File: config.mk
export PLATFORM = sky130hd
export DESIGN_NAME = demux_buffered
export DESIGN_NICKNAME = d
export VERILOG_FILES = /design/src/rtl/demux_buffered.sv
export SDC_FILE = /design/constraint.sdc
export NUM_CORES = 1
export LEC_CHECK = 0
export ABC_AREA = 1
export CORE_ASPECT_RATIO = 0.9
export CORE_UTILIZATION = 56
export CTS_CLUSTER_DIAMETER = 30
export DETAILED_ROUTE_END_ITERATION = 6
export PLACE_DENSITY = 0.84
export SLEW_MARGIN = 20
export SYNTH_ARGS = -nofsm -noshare
export SYNTH_HDL_FRONTEND = slang
export SYNTH_SLANG_ARGS = --single-unit
File: constraint.sdc
create_clock -name clk -period 3.63 [get_ports clk]
set_input_delay 1.089 -clock clk [delete_from_list [all_inputs] [get_ports clk]]
set_output_delay 1.089 -clock clk [all_outputs]
set_load 0.01 [all_outputs]
File: src/rtl/demux_buffered.sv
// demux_buffered: steers one valid/ready producer stream to one of two
// consumer ports by a per-word select bit. Each port has its own DEPTH-entry
// FIFO, so a stalled consumer only blocks words bound for its own port.
// Optional statistics (pop counters, sticky stall flag) are built when the
// macro DEMUX_STATS_EN is defined; the default build leaves them out.
module demux_buffered #(
    parameter int WIDTH = 10,
    parameter int DEPTH = 2,
    parameter int PTR_W = 1
) (
    input  logic             clk,
    input  logic             rst,
    input  logic [WIDTH-1:0] in_data,
    input  logic             in_sel,
    input  logic             in_valid,
    output logic             in_ready,
    output logic [WIDTH-1:0] out0_data,
    output logic             out0_valid,
    input  logic             out0_ready,
    output logic [WIDTH-1:0] out1_data,
    output logic             out1_valid,
    input  logic             out1_ready,
    output logic             full0,
    output logic             full1,
    output logic             empty0,
    output logic             empty1
`ifdef DEMUX_STATS_EN
    ,
    output logic [15:0]      cnt0,
    output logic [15:0]      cnt1,
    output logic             drop_stall
`endif
);

    localparam logic [PTR_W:0]   CNT_FULL = (PTR_W + 1)'(DEPTH);
    localparam logic [PTR_W:0]   CNT_ONE  = (PTR_W + 1)'(1);
    localparam logic [PTR_W-1:0] PTR_ONE  = PTR_W'(1);

    logic [WIDTH-1:0] r_mem0 [DEPTH];
    logic [WIDTH-1:0] r_mem1 [DEPTH];
    logic [PTR_W-1:0] r_wr0, r_rd0, r_wr1, r_rd1;
    logic [PTR_W:0]   r_cnt0, r_cnt1;

    logic w_full0, w_full1, w_empty0, w_empty1;
    logic w_ready, w_push0, w_push1, w_pop0, w_pop1;

    // Status flags, the handshake decode and the head-of-FIFO outputs.
    // Acceptance looks only at the FIFO the current word is bound for, and
    // the output side reads registered storage, so input never reaches
    // output combinationally.
    always_comb begin
        w_full0  = (r_cnt0 == CNT_FULL);
        w_full1  = (r_cnt1 == CNT_FULL);
        w_empty0 = (r_cnt0 == '0);
        w_empty1 = (r_cnt1 == '0);
        w_ready  = in_sel ? !w_full1 : !w_full0;
        w_push0  = in_valid && w_ready && !in_sel;
        w_push1  = in_valid && w_ready &&  in_sel;
        w_pop0   = !w_empty0 && out0_ready;
        w_pop1   = !w_empty1 && out1_ready;
    end

    assign in_ready   = w_ready;
    assign out0_data  = r_mem0[r_rd0];
    assign out1_data  = r_mem1[r_rd1];
    assign out0_valid = !w_empty0;
    assign out1_valid = !w_empty1;
    assign full0      = w_full0;
    assign full1      = w_full1;
    assign empty0     = w_empty0;
    assign empty1     = w_empty1;

    // FIFO 0: write at wr_ptr on push, advance rd_ptr on pop; pointers wrap
    // naturally because DEPTH is a power of two. Reset wipes storage so the
    // head reads zero afterwards and stale words cannot resurface.
    always_ff @(posedge clk) begin
        if (rst) begin
            r_wr0  <= '0;
            r_rd0  <= '0;
            r_cnt0 <= '0;
            for (int i = 0; i < DEPTH; i++) begin
                r_mem0[i] <= '0;
            end
        end else begin
            if (w_push0) begin
                r_mem0[r_wr0] <= in_data;
                r_wr0         <= r_wr0 + PTR_ONE;
            end
            if (w_pop0) begin
                r_rd0 <= r_rd0 + PTR_ONE;
            end
            case ({w_push0, w_pop0})
                2'b10:   r_cnt0 <= r_cnt0 + CNT_ONE;
                2'b01:   r_cnt0 <= r_cnt0 - CNT_ONE;
                default: r_cnt0 <= r_cnt0;
            endcase
        end
    end

    // FIFO 1: identical bookkeeping, fully independent of FIFO 0.
    always_ff @(posedge clk) begin
        if (rst) begin
            r_wr1  <= '0;
            r_rd1  <= '0;
            r_cnt1 <= '0;
            for (int i = 0; i < DEPTH; i++) begin
                r_mem1[i] <= '0;
            end
        end else begin
            if (w_push1) begin
                r_mem1[r_wr1] <= in_data;
                r_wr1         <= r_wr1 + PTR_ONE;
            end
            if (w_pop1) begin
                r_rd1 <= r_rd1 + PTR_ONE;
            end
            case ({w_push1, w_pop1})
                2'b10:   r_cnt1 <= r_cnt1 + CNT_ONE;
                2'b01:   r_cnt1 <= r_cnt1 - CNT_ONE;
                default: r_cnt1 <= r_cnt1;
            endcase
        end
    end

`ifdef DEMUX_STATS_EN
    logic [15:0] r_stat0, r_stat1;
    logic        r_drop;

    // Pop counters wrap at 16 bits; the stall flag latches any cycle where a
    // word was offered but could not be taken, and only reset clears them.
    always_ff @(posedge clk) begin
        if (rst) begin
            r_stat0 <= '0;
            r_stat1 <= '0;
            r_drop  <= 1'b0;
        end else begin
            if (w_pop0) begin
                r_stat0 <= r_stat0 + 16'd1;
            end
            if (w_pop1) begin
                r_stat1 <= r_stat1 + 16'd1;
            end
            if (in_valid && !w_ready) begin
                r_drop <= 1'b1;
            end
        end
    end

    assign cnt0       = r_stat0;
    assign cnt1       = r_stat1;
    assign drop_stall = r_drop;
`endif

endmodule

Word-level counts from Yosys, hierarchy flattened
Memory sizes are Yosys's and may differ from the RTL's. A register that Yosys moved wholly into a read port is not among the register bits.
Index checks and enable logic that the tools add are counted.
{ "totals": {"wordCells": 59, "mem_count": 2, "ramBits": 40, "output_inout_bits": 27, "regBits": 8, "in_bits": 16} }
{ "memory_table": {"columns": ["name", "depth", "word_bits", "read_ports", "rd_ports_with_merged_regs", "write_ports", "line_no", "rtl"], "rows": [
  ["r_mem0", 2, 10, 1, 1, 2, "39", "logic [WIDTH-1:0] r_mem0 [DEPTH];"],
  ["r_mem1", 2, 10, 1, 1, 2, "40", "logic [WIDTH-1:0] r_mem1 [DEPTH];"]
]} }
{ "op_classes": {"mux": 21, "n_reduce_logical": 16, "eq_ne": 6, "n_addsub": 8} }
{ "op_table": {"columns": ["operator", "count"], "rows": [
  ["$mux 10", 2],
  ["$reduce_or 10->1", 2],
  ["$mux 1", 17],
  ["$eq 2x2->1 const B", 4],
  ["$pmux 2 s2", 2],
  ["$logic_and 1x1->1", 5],
  ["$logic_not 1->1", 5],
  ["$add 1x1->1 const B", 4],
  ["$add 2x1->2 const B", 2],
  ["$eq 2x1->1 const B", 2],
  ["$logic_not 2->1", 2],
  ["$reduce_bool 2->1", 2],
  ["$sub 2x1->2 const B", 2]
]} }

Depth between registers and ports, before layout
{ "depth": {"depth_word": 10, "mapped_depth": 10, "ltp_nobuf": 9} }

Least setup slack after synthesis
No wires, ideal clock.
{ "synth_path": {"path_type": "input to output", "start": "input in_sel", "end": "output in_ready", "cell_stages": 2, "slack_ns": 1.093, "required_time_ns": 2.541, "arrival_ns": 1.448, "n_path_buf": 0, "path_cell_list": "inv_1 > o21ai_0"} }
{ "synth_between": {"elab_chain_len": 1} }
{ "synth_lines": {"columns": ["element", "line_no", "rtl"], "rows": [
  ["start: declaration", "14", "input logic in_sel,"],
  ["$mux 1", "56", "w_ready = in_sel ? !w_full1 : !w_full0;"],
  ["end: declaration", "16", "output logic in_ready,"]
]} }
Every way passes these cells.

Final worst setup path
Same ends and word-level chain as after synthesis.

==> results.json <==
{
  "cap_violations": 0,
  "ys_seq_elements": 50,
  "hp-class": "reg2reg",
  "first_iter_violations": 47,
  "final_core_util_pct": 72.7,
  "skew_ns": 0.00808,
  "routedWlPerCell_um": 13.7,
  "p_leak_nw": 1.14,
  "overflow": 0,
  "via_count": 1578,
  "critPathRequiredTime_ns": 2.54,
  "post-place-ws_ns": 0.160,
  "final_cell_mix": "clkdlybuf4s50_1, edfxtp_1, nor3_2",
  "syn_inst": 203,
  "syn_nets": 221,
  "syn_avg_cell_area_um2": 12.2,
  "status": "finished, final reports clean",
  "slew_violations": 0,
  "drc_errors": 0,
  "rrSetupSlack_ns": 1.85,
  "cts_buffer_depth": 2,
  "path_class": "in2out",
  "holdBufCountCts": 0,
  "grt_max_degree": 17,
  "cts_max_level": 2,
  "via_per_inst": 5.09,
  "critPathMaxStageDelay_ns": 0.56,
  "worstMarginPinSlew_ns": 0.480,
  "clk_latency_ns": 0.30,
  "synth_compound_area_share_pct": 1.82,
  "drtAntennaViolNets": 0,
  "min_period_ns": 3.47,
  "rsz0062_at_grt": "false",
  "dr.pass1.iters": 4,
  "fp.dieH_um": 65.0,
  "synthAdderAreaFrac_pct": 1.01,
  "clock-sinks": 50,
  "wirelength_mm": 4.26,
  "cts_resized": 0,
  "syn_area_um2": 2470,
  "power_density_nw_per_um2": 443,
  "cts_made_buffers": 5,
  "ys_types": 21,
  "coreArea_um2": 4160,
  "cpMostUsedCell": "clkdlybuf4s50_1",
  "row_count": 22,
  "reg2reg_from": "r_cnt1[0]",
  "crit_path_end": "in_ready",
  "path_clk_slew_ns": 0.08,
  "fin_setup_tns_ns": 0,
  "fin_ws_ns": 0.160,
  "dieArea_um2": 4690,
  "crit_slowest_cell": "clkdlybuf4s50_1",
  "synthSimpleGateAreaFrac_pct": 24.3,
  "routabilityCongestion": 0.705,
  "finalCritPeriodShare_pct": 95.6,
  "antenna_cells": 0,
  "fmax_mhz": 288,
  "slew_headroom_pct": 68.0,
  "io_pins": 43,
  "cts_tree": "built",
  "antenna_found_initial": 0,
  "track_usage_pct": 20.8,
  "die_w_um": 72.0,
  "hold_viol": 0,
  "ctsRootBufferMaster": "clkbuf_8",
  "port_buffers": 42,
  "cp.arrival_ns": 2.38,
  "ir_drop_mv": 0.352,
  "fin_nets": 267,
  "areaGrowthSynthToFinish_pct": 22.3,
  "ys_seq_area_share_pct": 56.7,
  "setup_viol": 0,
  "yosysWarnings": 0,
  "crit_chain": "clkdlybuf4s50_1 -> inv_1 -> o21ai_0 -> clkdlybuf4s50_1",
  "fin_worst_hold_slack_ns": 0.503,
  "grt_pass1_vias": 1577,
  "detailed_place_hpwl_mm": 2.98,
  "startpoint": "in_sel",
  "layout_commonest_cell": "clkdlybuf4s50_1",
  "synth_xor_xnor_area_share_pct": 0,
  "cp_max_fo": 4,
  "place_area_um2": 2940,
  "r2r_cells": 9,
  "synth_top_family_by_area": "simple AND/OR/NAND/NOR gates",
  "post-cts-setup-buffers": 0,
  "initial_core_util_pct": 59.5,
  "startpoint_type": "input pin",
  "regToRegEndpoint": "r_cnt1[1]",
  "end_kind": "output port",
  "grt_first_pass_wirelength_mm": 7.08,
  "stdcell_area_um2": 3020,
  "synthMuxAreaShare_pct": 9.11,
  "drive_above_1_share_pct": 30.8
}
## through the flow
| stage | power [mW] | instances |
|---|---|---|
| 5_1_grt | 1.40 | 310 |
| 3_3_place_gp | 1.04 | 302 |
| 6_report | 1.34 | 310 |
| 3_5_place_dp | 1.05 | 302 |
| 2_1_floorplan | 0.903 | 203 |
| 4_1_cts | 1.35 | 310 |
## Yosys cell counts (all sizes together)
cell type / number / area share (%)
a21oi: 2 / 0.40
buf: 9 / 2.8
clkinv: 1 / 0.15
dfxtp: 10 / 8.1
edfxtp: 40 / 49
ha: 2 / 1.0
inv: 27 / 4.1
mux2: 20 / 9.1
nand2: 19 / 3.3
nand3: 2 / 0.81
nand4: 4 / 1.5
nor2: 20 / 3.0
nor3: 40 / 16
o21ai: 7 / 1.4
## registers in the layout, summed over array words and instances (netlist names), named ones only
register and count:
r_wr0 1, r_mem0 20, r_rd1 1, r_mem1 20, r_rd0 1, r_cnt0 2
r_cnt1 2, r_wr1 1
## logic make-up (layout without fill, tap and decap cells)
logic type | count (synthesis) | count (layout)
and+or+nand+nor | 85 | 85
DFF | 50 | 50
buffers and inverters | 37 | 84
muxes | 20 | 20
AOI/OAI and AO/OA | 9 | 9
adders and majority gates | 2 | 2
## how the worst min path moves through the flow
| stage | slack, ns | startpoint | cells after the start | to |
|---|---|---|---|---|
| after global placement | 0.48 | r_rd0 | 2 | r_rd0 |
| after detailed placement | 0.48 | r_rd0 | 2 | register |
| final | 0.50 | r_rd0 | 2 | register |
| after floorplan | 0.47 | r_rd1 | 2 | register |
| after CTS | 0.50 | r_rd0 | 2 | register |
| after global routing | 0.54 | r_rd0 | 2 | register |
## area by class of cell
type                       count  area [um2]
tap                           60        75.1
sequential                    50        1400
multi-input combinational    116         896
clock inverter                 1        3.75
timing repair buffer          48         465
clock buffer                   7        76.3
inverter                      28         105
fill                         303        1130
## power breakdown
part,leakage [nW],switching [mW],internal (mW)
registers,0.502,0.0334,0.667
logic,0.596,0.164,0.168
clock network,0.0399,0.172,0.134
## critical path: cells and delay by family
| kind | cells | cell delay, ns |
|---|---|---|
| compound gates | 1 | 0.18 |
| buf+inv | 3 | 1.12 |
## metal layers
layer | vias to the layer above | share of wire [%] | wire length, um | GRT usage [%]
li1 | 790 | - | - | -
met5 | - | 0 | 0 | 0
met3 | 7 | 6.1 | 260 | 5.75
met1 | 733 | 42 | 1780 | 23.3
met4 | 0 | 1.7 | 72 | 7.84
met2 | 48 | 50 | 2150 | 37.4
(Power assumes the default switching activity.)
